===== config.mk =====
export PLATFORM = sky130hd
export DESIGN_NAME = hour_counter
export DESIGN_NICKNAME = d
export VERILOG_FILES = /design/src/rtl/hour_counter.sv
export SDC_FILE = /design/constraint.sdc
export NUM_CORES = 1
export LEC_CHECK = 0
export CORE_MARGIN = 2
export CORE_UTILIZATION = 50
export DETAILED_ROUTE_END_ITERATION = 12
export GPL_TIMING_DRIVEN = 0
export PLACE_DENSITY_LB_ADDON = 0.2
export RECOVER_POWER = 25
export SYNTH_ARGS = -nofsm -noshare
export SYNTH_HDL_FRONTEND = slang
export SYNTH_SLANG_ARGS = --single-unit

===== constraint.sdc =====
create_clock -name CLK -period 2.7 [get_ports CLK]
set_input_delay 0.675 -clock CLK [delete_from_list [all_inputs] [get_ports CLK]]
set_output_delay 0.675 -clock CLK [all_outputs]
set_load 0.02 [all_outputs]

===== src/rtl/hour_counter.sv =====
// rtl/hour_counter.sv - BCD hour counter 00..23 with carry, manual +/-1, optional 12-hour display (HOUR_COUNTER_12H_EN)
module hour_counter (
  input  logic       CLK,
  input  logic       RST,
  input  logic       EN,
  input  logic       INC,
  input  logic       DEC,
`ifdef HOUR_COUNTER_12H_EN
  input  logic       MODE12,
  output logic       PM,
`endif
  output logic [1:0] QH,
  output logic [3:0] QL,
  output logic       CA
);

  // h is the binary hour; ht/ho are its BCD digits, updated in lockstep
  logic [4:0] h, h_nxt;
  logic [1:0] ht, ht_nxt;
  logic [3:0] ho, ho_nxt;

  // Next-state: EN or INC count up (never twice), DEC counts down only when neither is high
  always_comb begin
    h_nxt  = h;
    ht_nxt = ht;
    ho_nxt = ho;
    if (EN || INC) begin
      if (h == 5'd23) begin
        h_nxt  = 5'd0;
        ht_nxt = 2'd0;
        ho_nxt = 4'd0;
      end else begin
        h_nxt = h + 5'd1;
        if (ho == 4'd9) begin
          ho_nxt = 4'd0;
          ht_nxt = ht + 2'd1;
        end else begin
          ho_nxt = ho + 4'd1;
        end
      end
    end else if (DEC) begin
      if (h == 5'd0) begin
        h_nxt  = 5'd23;
        ht_nxt = 2'd2;
        ho_nxt = 4'd3;
      end else begin
        h_nxt = h - 5'd1;
        if (ho == 4'd0) begin
          ho_nxt = 4'd9;
          ht_nxt = ht - 2'd1;
        end else begin
          ho_nxt = ho - 4'd1;
        end
      end
    end
  end

  // Hour registers with synchronous reset taking priority over any request
  always_ff @(posedge CLK) begin
    if (RST) begin
      h  <= 5'd0;
      ht <= 2'd0;
      ho <= 4'd0;
    end else begin
      h  <= h_nxt;
      ht <= ht_nxt;
      ho <= ho_nxt;
    end
  end

  // Day carry only on the minute-carry rollover, never from manual adjust or during reset
  always_comb begin
    CA = EN && (h == 5'd23) && !RST;
  end

`ifdef HOUR_COUNTER_12H_EN
  logic [3:0] h12;

  // 12-hour display mapping derived from the 24-hour count; PM is simply h >= 12
  always_comb begin
    PM = (h >= 5'd12);
    if (h == 5'd0)
      h12 = 4'd12;
    else if (h > 5'd12)
      h12 = 4'(h - 5'd12);
    else
      h12 = h[3:0];
    if (MODE12) begin
      QH = (h12 >= 4'd10) ? 2'd1 : 2'd0;
      QL = (h12 >= 4'd10) ? (h12 - 4'd10) : h12;
    end else begin
      QH = ht;
      QL = ho;
    end
  end
`else
  // 24-hour display straight from the BCD registers
  always_comb begin
    QH = ht;
    QL = ho;
  end
`endif

endmodule


==> out/qor.txt, run 1 <==
outcome - finished, final reports clean
Clk pwr share - 24.0%
class of the worst hold path - register to register
Mapped Area - 858 um^2
first-pass GRT wire length - 3.35 mm
layout cells sized above 1 - 15.3%
Post-Route Setup TNS - 0 ns
Synth cell types - 44
Die Area - 2060 um^2
core area - 1560 um^2
metal3 WL - 90 um
switching part of the total - 36.5%
crit path DAT - 1.93 ns
Hold Slack - 0.520 ns
register bit total from synthesis - 11
max layer used - met4
ANT cells - 0
Bufs on Longest Clock Path - 2
Final Non-Filler Cells - 127
RSZ-0062 raised after global routing - false
Final ANT Viol Nets - 0
sequential share of power - 39.8%
Pwr Density - 498 nW/um^2
Peak Freq - 384 MHz
part of the power in combinational logic - 36.1%
Vias per Instance - 6.62
min-delay src - QH[1]
final hold vios - 0
most frequent cells in the layout - dfxtp_1, a21oi_1
commonest non-fill, non-tap cell in the layout - dfxtp_1
RR Startpoint - QL[0]
CTS H-tree depth - 1
Cells after DPL - 123
critical path class - input pin to primary output
CP Capture Type - primary output
Die Wd - 45.4 um
Area growth syn-to-layout - 18.2%
leakage power total - 0.000377 uW
Detail Route met2 WL - 895 um
vias in the first global route - 745
global route overflow - 0
drt first pass iters - 4
antenna violations before repair - 0
main flop type after synthesis - dfxtp_1
clock sink count - 11
hold path depth - 2
GRT Overall Usage - 22.5%
Routed met1 length - 967 um
DRT Wirelength - 1.98 mm
WHS Endpoint - QH[1]
Fillers - 139
Mapped Cells - 96
Post-synth EDFFs - 0
via count - 841
cts bufs inserted - 3
ys async rst share - 0%
Setup violations, final - 0
CTS root buffer - clkbuf_4
max-cap violations - 0
DRC Markers - 0
period utilization - 96.3%
clock-pin slew on the worst setup and hold paths - 0.08 ns
r2r setup slk - 0.86 ns
Wirelength per Cell - 15.6 um
# rows - 14
Sw Pwr - 184 uW
Internal Power - 321 uW
Die Span Y - 45.4 um
VDD IR-drop max - 0.312 mV
CP Data Required Time - 2.03 ns
top-level I/O count - 12
dpl hpwl - 1.41 mm
average cell area after synthesis - 8.94 um^2
TritonCTS clock tree - yes
largest net degree at the start of global routing - 11
fin. max-slew vios - 0
routability cong. - 0.940
DRT iter0 DRCs - 32
startpoint types - input pin
YS warnings - 0
Slew HR - 54.2%
min Tclk post-route - 2.60 ns
worst reg-to-reg path cell count - 6
Clock Skew - 0.00908 ns
IO buf count - 11
clock latency on the worst-skew pair - 0.28 ns
CTS Hold Buffers Added - 0
CP Max Fanout - 10
worst reg2reg endpoint - QH[0]
worst-margin pin slew - 0.685 ns
Synth Net Count - 106
register area share after synthesis - 25.7%
Total Nets Final - 122
Initial Util - 55.1%
Setup Fix Bufs, Post-CTS - 0
==> kinds of logic after synthesis <==
kind of cell    Yosys count  share of synthesized area (%)
xor+xnor                  2                           2.04
mux                       1                           1.17
fa+ha+maj                 5                           7.29
simple gates             30                           24.2
compound gates           35                           33.2
buf+inv                  12                           6.41
flops                    11                           25.7
==> cell type report <==
class / instances / area [um^2] / share of cell area, %
well taps: 16 / 20.0 / 1.97
repair buffers: 11 / 109 / 10.7
flip-flops and latches: 11 / 220 / 21.7
plain buffers: 5 / 30.0 / 2.96
clock buffers: 4 / 26.3 / 2.59
inverters: 7 / 26.3 / 2.59
multi-input cells: 73 / 583 / 57.5
==> metal layers <==
metal	track usage (%)	vias to the layer above
li1	-	410
met1	31.3	403
met2	34.6	24
met3	3.57	4
met4	8.82	0
met5	0	-
==> timing repair <==
action                                  4_1_cts  5_1_grt
endpoints found under the setup margin        1        1
gates resized for setup                       2        1
pin swaps                                     0        0
==> critical path, stage by stage <==
cell and delay (ns):
clkdlybuf4s50_1 0.47, buf_2 0.23, nor3b_1 0.19, dlygate4sd2_1 0.35
==> worst max path at each step <==
stage / start / end / slack, ns / depth (start not counted)
2_1_floorplan: RST / CA / 0.61 / 2
5_1_grt: RST / CA / 0.02 / 4
6_report: RST / CA / 0.1 / 4
4_1_cts: RST / CA / 0.06 / 4
3_3_place_gp: RST / CA / -0.28 / 4
3_5_place_dp: RST / CA / -0.29 / 4
==> power by group through the flow <==
stage | registers (uW) | logic, uW | clock network (uW)
finish | 201 | 183 | 121
global route | 204 | 201 | 132
CTS | 201 | 183 | 122
detailed placement | 205 | 182 | 0
global placement | 204 | 179 | 0
floorplan | 211 | 124 | 0
==> flip-flops by register name, indices dropped and copies added, names as in the netlist <==
name	count
QH	2
QL	4
h	5
==> through the flow <==
step                      util, %  total power [uW]  worst slack [ns]  area, um^2
final                        65.1               505            0.0986        1010
after global routing         65.1               538            0.0207        1010
after CTS                    65.1               507            0.0604        1010
after detailed placement     63.4               387            -0.291         988
after global placement       63.4               383            -0.277         988
after floorplan                 -               335             0.614         858
==> cell usage after synthesis, drive strengths merged (2+ instances only) <==
master,count,area share [%]
dfxtp,11,26
a21oi,9,5.7
inv,7,3.1
nor2,7,3.4
o21ai,6,3.5
ha,5,7.3
a211oi,4,3.5
nor3b,4,3.5
buf,3,2.5
nand3,3,1.7
a2111oi,2,3.5
a221oi,2,2.8
and3,2,1.5
clkbuf,2,0.87
nor3,2,1.2
o32ai,2,2.0
or2,2,1.5
or4,2,1.7
xor2,2,2.0
Power figures use the tool's default switching activity.
==> run 2: changes to the inputs <==
--- a/config.mk
+++ b/config.mk
@@ -5,6 +5,7 @@
 export SDC_FILE = /design/constraint.sdc
 export NUM_CORES = 1
 export LEC_CHECK = 0
+export ABC_AREA = 1
 export CORE_MARGIN = 2
 export CORE_UTILIZATION = 50
 export DETAILED_ROUTE_END_ITERATION = 12
==> out/qor.txt, run 2 <==
commonest cells in the netlist - nand2_1, inv_1, nand3_1, o21ai_0, dfxtp_1
r2r setup slk - 1.17 ns (+0.31 ns)
DRC Markers - 0 (unchanged)
Synth Net Count - 147 (+39%)
IO buf count - 11 (unchanged)
top-level I/O count - 12 (unchanged)
critical path class - input pin to primary output
period utilization - 91.1% (-5.3 points)
Total Nets Final - 163 (+34%)
worst reg2reg endpoint - QH[1]
worst reg-to-reg path cell count - 8 (+2)
clock sink count - 11 (unchanged)
TritonCTS clock tree - yes
YS warnings - 0 (unchanged)
largest net degree at the start of global routing - 11 (unchanged)
global route overflow - 0 (unchanged)
Post-Route Setup TNS - 0 ns (unchanged)
Mapped Cells - 137 (+43%)
layout cells sized above 1 - 5.26% (-10 points)
ANT cells - 0 (unchanged)
fin. max-slew vios - 0 (unchanged)
most common cell in the synthesized netlist - nand2_1
vias in the first global route - 841 (+13%)
Initial Util - 55.2% (+0.16 points)
Setup violations, final - 0 (unchanged)
crit path DAT - 1.78 ns (-0.15 ns)
Top reg by flops - h
Clock Skew - 0.000628 ns (-0.00845 ns)
final instance area - 1000 um^2 (-1.5%)
min-delay src - QH[1]
register area share after synthesis - 25.6% (-0.075 points)
Area growth syn-to-layout - 16.1%
drt first pass iters - 4 (unchanged)
Slew HR - 67.5% (+13 points)
Die Span Y - 45.5 um (+0.13%)
CTS H-tree depth - 1 (unchanged)
post-synth top area share - 25.6% (-0.075 points)
outcome - finished, final reports clean
CP startpoint - RST
DRT Wirelength - 1.86 mm (-6.2%)
top post-synthesis cells by area - dfxtp_1, nand2_1, inv_1
CP Max Fanout - 10 (unchanged)
most frequent cells in the layout - nand2_1, inv_1, nand3_1
Post-synth EDFFs - 0 (unchanged)
Setup Fix Bufs, Post-CTS - 0 (unchanged)
Bufs on Longest Clock Path - 2 (unchanged)
cts bufs inserted - 3 (unchanged)
via count - 924 (+9.9%)
clock latency on the worst-skew pair - 0.27 ns (about the same)
final hold vios - 0 (unchanged)
largest area contributor in the netlist - dfxtp_1
Die Wd - 45.5 um (+0.13%)
average cell area after synthesis - 6.28 um^2 (-30%)
leakage power total - 0.000513 uW (+36%)
RSZ-0062 raised after global routing - false
DRT iter0 DRCs - 31 (-3.1%)
antenna violations before repair - 0 (unchanged)
GRT Overall Usage - 22.5% (about the same)
Worst setup endpoint - CA
Final ANT Viol Nets - 0 (unchanged)
Die Area - 2070 um^2 (+0.26%)
post-cts gate resize count - 1 (-1)
pre-CTS setup slack - -0.0284 ns (+0.262 ns)
first-pass GRT wire length - 3.39 mm (+1.4%)
main flop type after synthesis - dfxtp_1
ys async rst share - 0% (unchanged)
min Tclk post-route - 2.46 ns (-0.142 ns)
Post-DP Area - 991 um^2 (+0.25%)
fin util - 64.1% (-0.96 points)
routability cong. - 0.904 (-3.8%)
Wirelength per Cell - 11.1 um (-29%)
# rows - 14 (unchanged)
max-cap violations - 0 (unchanged)
max reg flops - 5 (unchanged)
VDD IR-drop max - 0.328 mV (+5.0%)
CTS root buffer - clkbuf_4
clock-pin slew on the worst setup and hold paths - 0.07 ns (about the same)
Synth cell types - 18 (-59%)
commonest non-fill, non-tap cell in the layout - nand2_1
RR Startpoint - QL[0]
register bit total from synthesis - 11 (unchanged)
dpl hpwl - 1.36 mm (-3.1%)
Peak Freq - 407 MHz (+5.8%)
Vias per Instance - 5.50 (-17%)
CTS Hold Buffers Added - 0 (unchanged)
Pwr Density - 510 nW/um^2 (+2.5%)
CP Capture Type - primary output
startpoint types - input pin
core area - 1560 um^2 (unchanged)
class of the worst hold path - register to register
CP Data Required Time - 2.03 ns (about the same)
worst-margin pin slew - 0.488 ns (-0.197 ns)
worst setup margin - 0.241 ns (+0.142 ns)
Mapped Area - 861 um^2 (+0.29%)
run 2: changes by cell type in the layout (fill, tap and decap cells not counted), sizes merged, moves of 3 or more:
cell           previous run  this run
a21oi                     9         6
inv                       7        23
nand2                     1        39
o21ai                     6        14
clkdlybuf4s50             6         9
nor3b                     4         0
nand3                     3        17
dlygate4sd3               4         1
a211oi                    4         0
run 2: worst min-delay path by stage:
stage	to	slack (ns)	cells after the start
floorplan	h[2]	0.53	2
global placement	QH[1]	0.53	4
detailed placement	QH[1]	0.55	4
CTS	QH[1]	0.56	4
global route	QH[1]	0.59	4
finish	QH[1]	0.56	4
run 2: cells by family after synthesis:
group | after synthesis | synth area share [%]
DFF | 11 | 25.6
xor gates and xnor gates | 4 | 4.07
adders and majority gates | 5 | 7.27
and+or+nand+nor | 67 | 35.2
AOI/OAI and AO/OA | 24 | 14.8
buffers and inverters | 26 | 13.1
run 2: area by class of cell:
type / instances / area, um^2
Timing Repair Buffer: 11 / 109
Inverter: 23 / 86.3
Tap cell: 16 / 20.0
Multi-Input combinational cell: 100 / 515
Sequential cell: 11 / 220
Clock buffer: 4 / 26.3
Fill cell: 159 / 559
Buffer: 3 / 22.5
run 2: per-layer routing:
metal	global-route usage [%]	routed length (um)	vias to the layer above
met4	7.65	16	0
met1	28.3	874	417
met5	0	0	-
met3	7.94	113	4
met2	35.5	855	35
li1	-	-	468
run 2: stage by stage:
step	instances	total power (uW)	hold WS [ns]
2_1_floorplan	137	344	0.529
3_3_place_gp	164	394	0.528
3_5_place_dp	164	400	0.546
4_1_cts	168	518	0.562
5_1_grt	168	553	0.595
6_report	168	510	0.560
run 2: power by group:
group | total [uW] | internal [uW] | switching (uW)
Sequential | 207 | 181 | 25.7
Combinational | 188 | 78.6 | 109
Clock | 116 | 57.2 | 58.4
run 2: critical path, stage by stage:
cell,delay (ns)
clkdlybuf4s50_1,0.39
inv_1,0.09
buf_6,0.14
nand2_1,0.05
nor2_1,0.09
dlygate4sd2_1,0.34
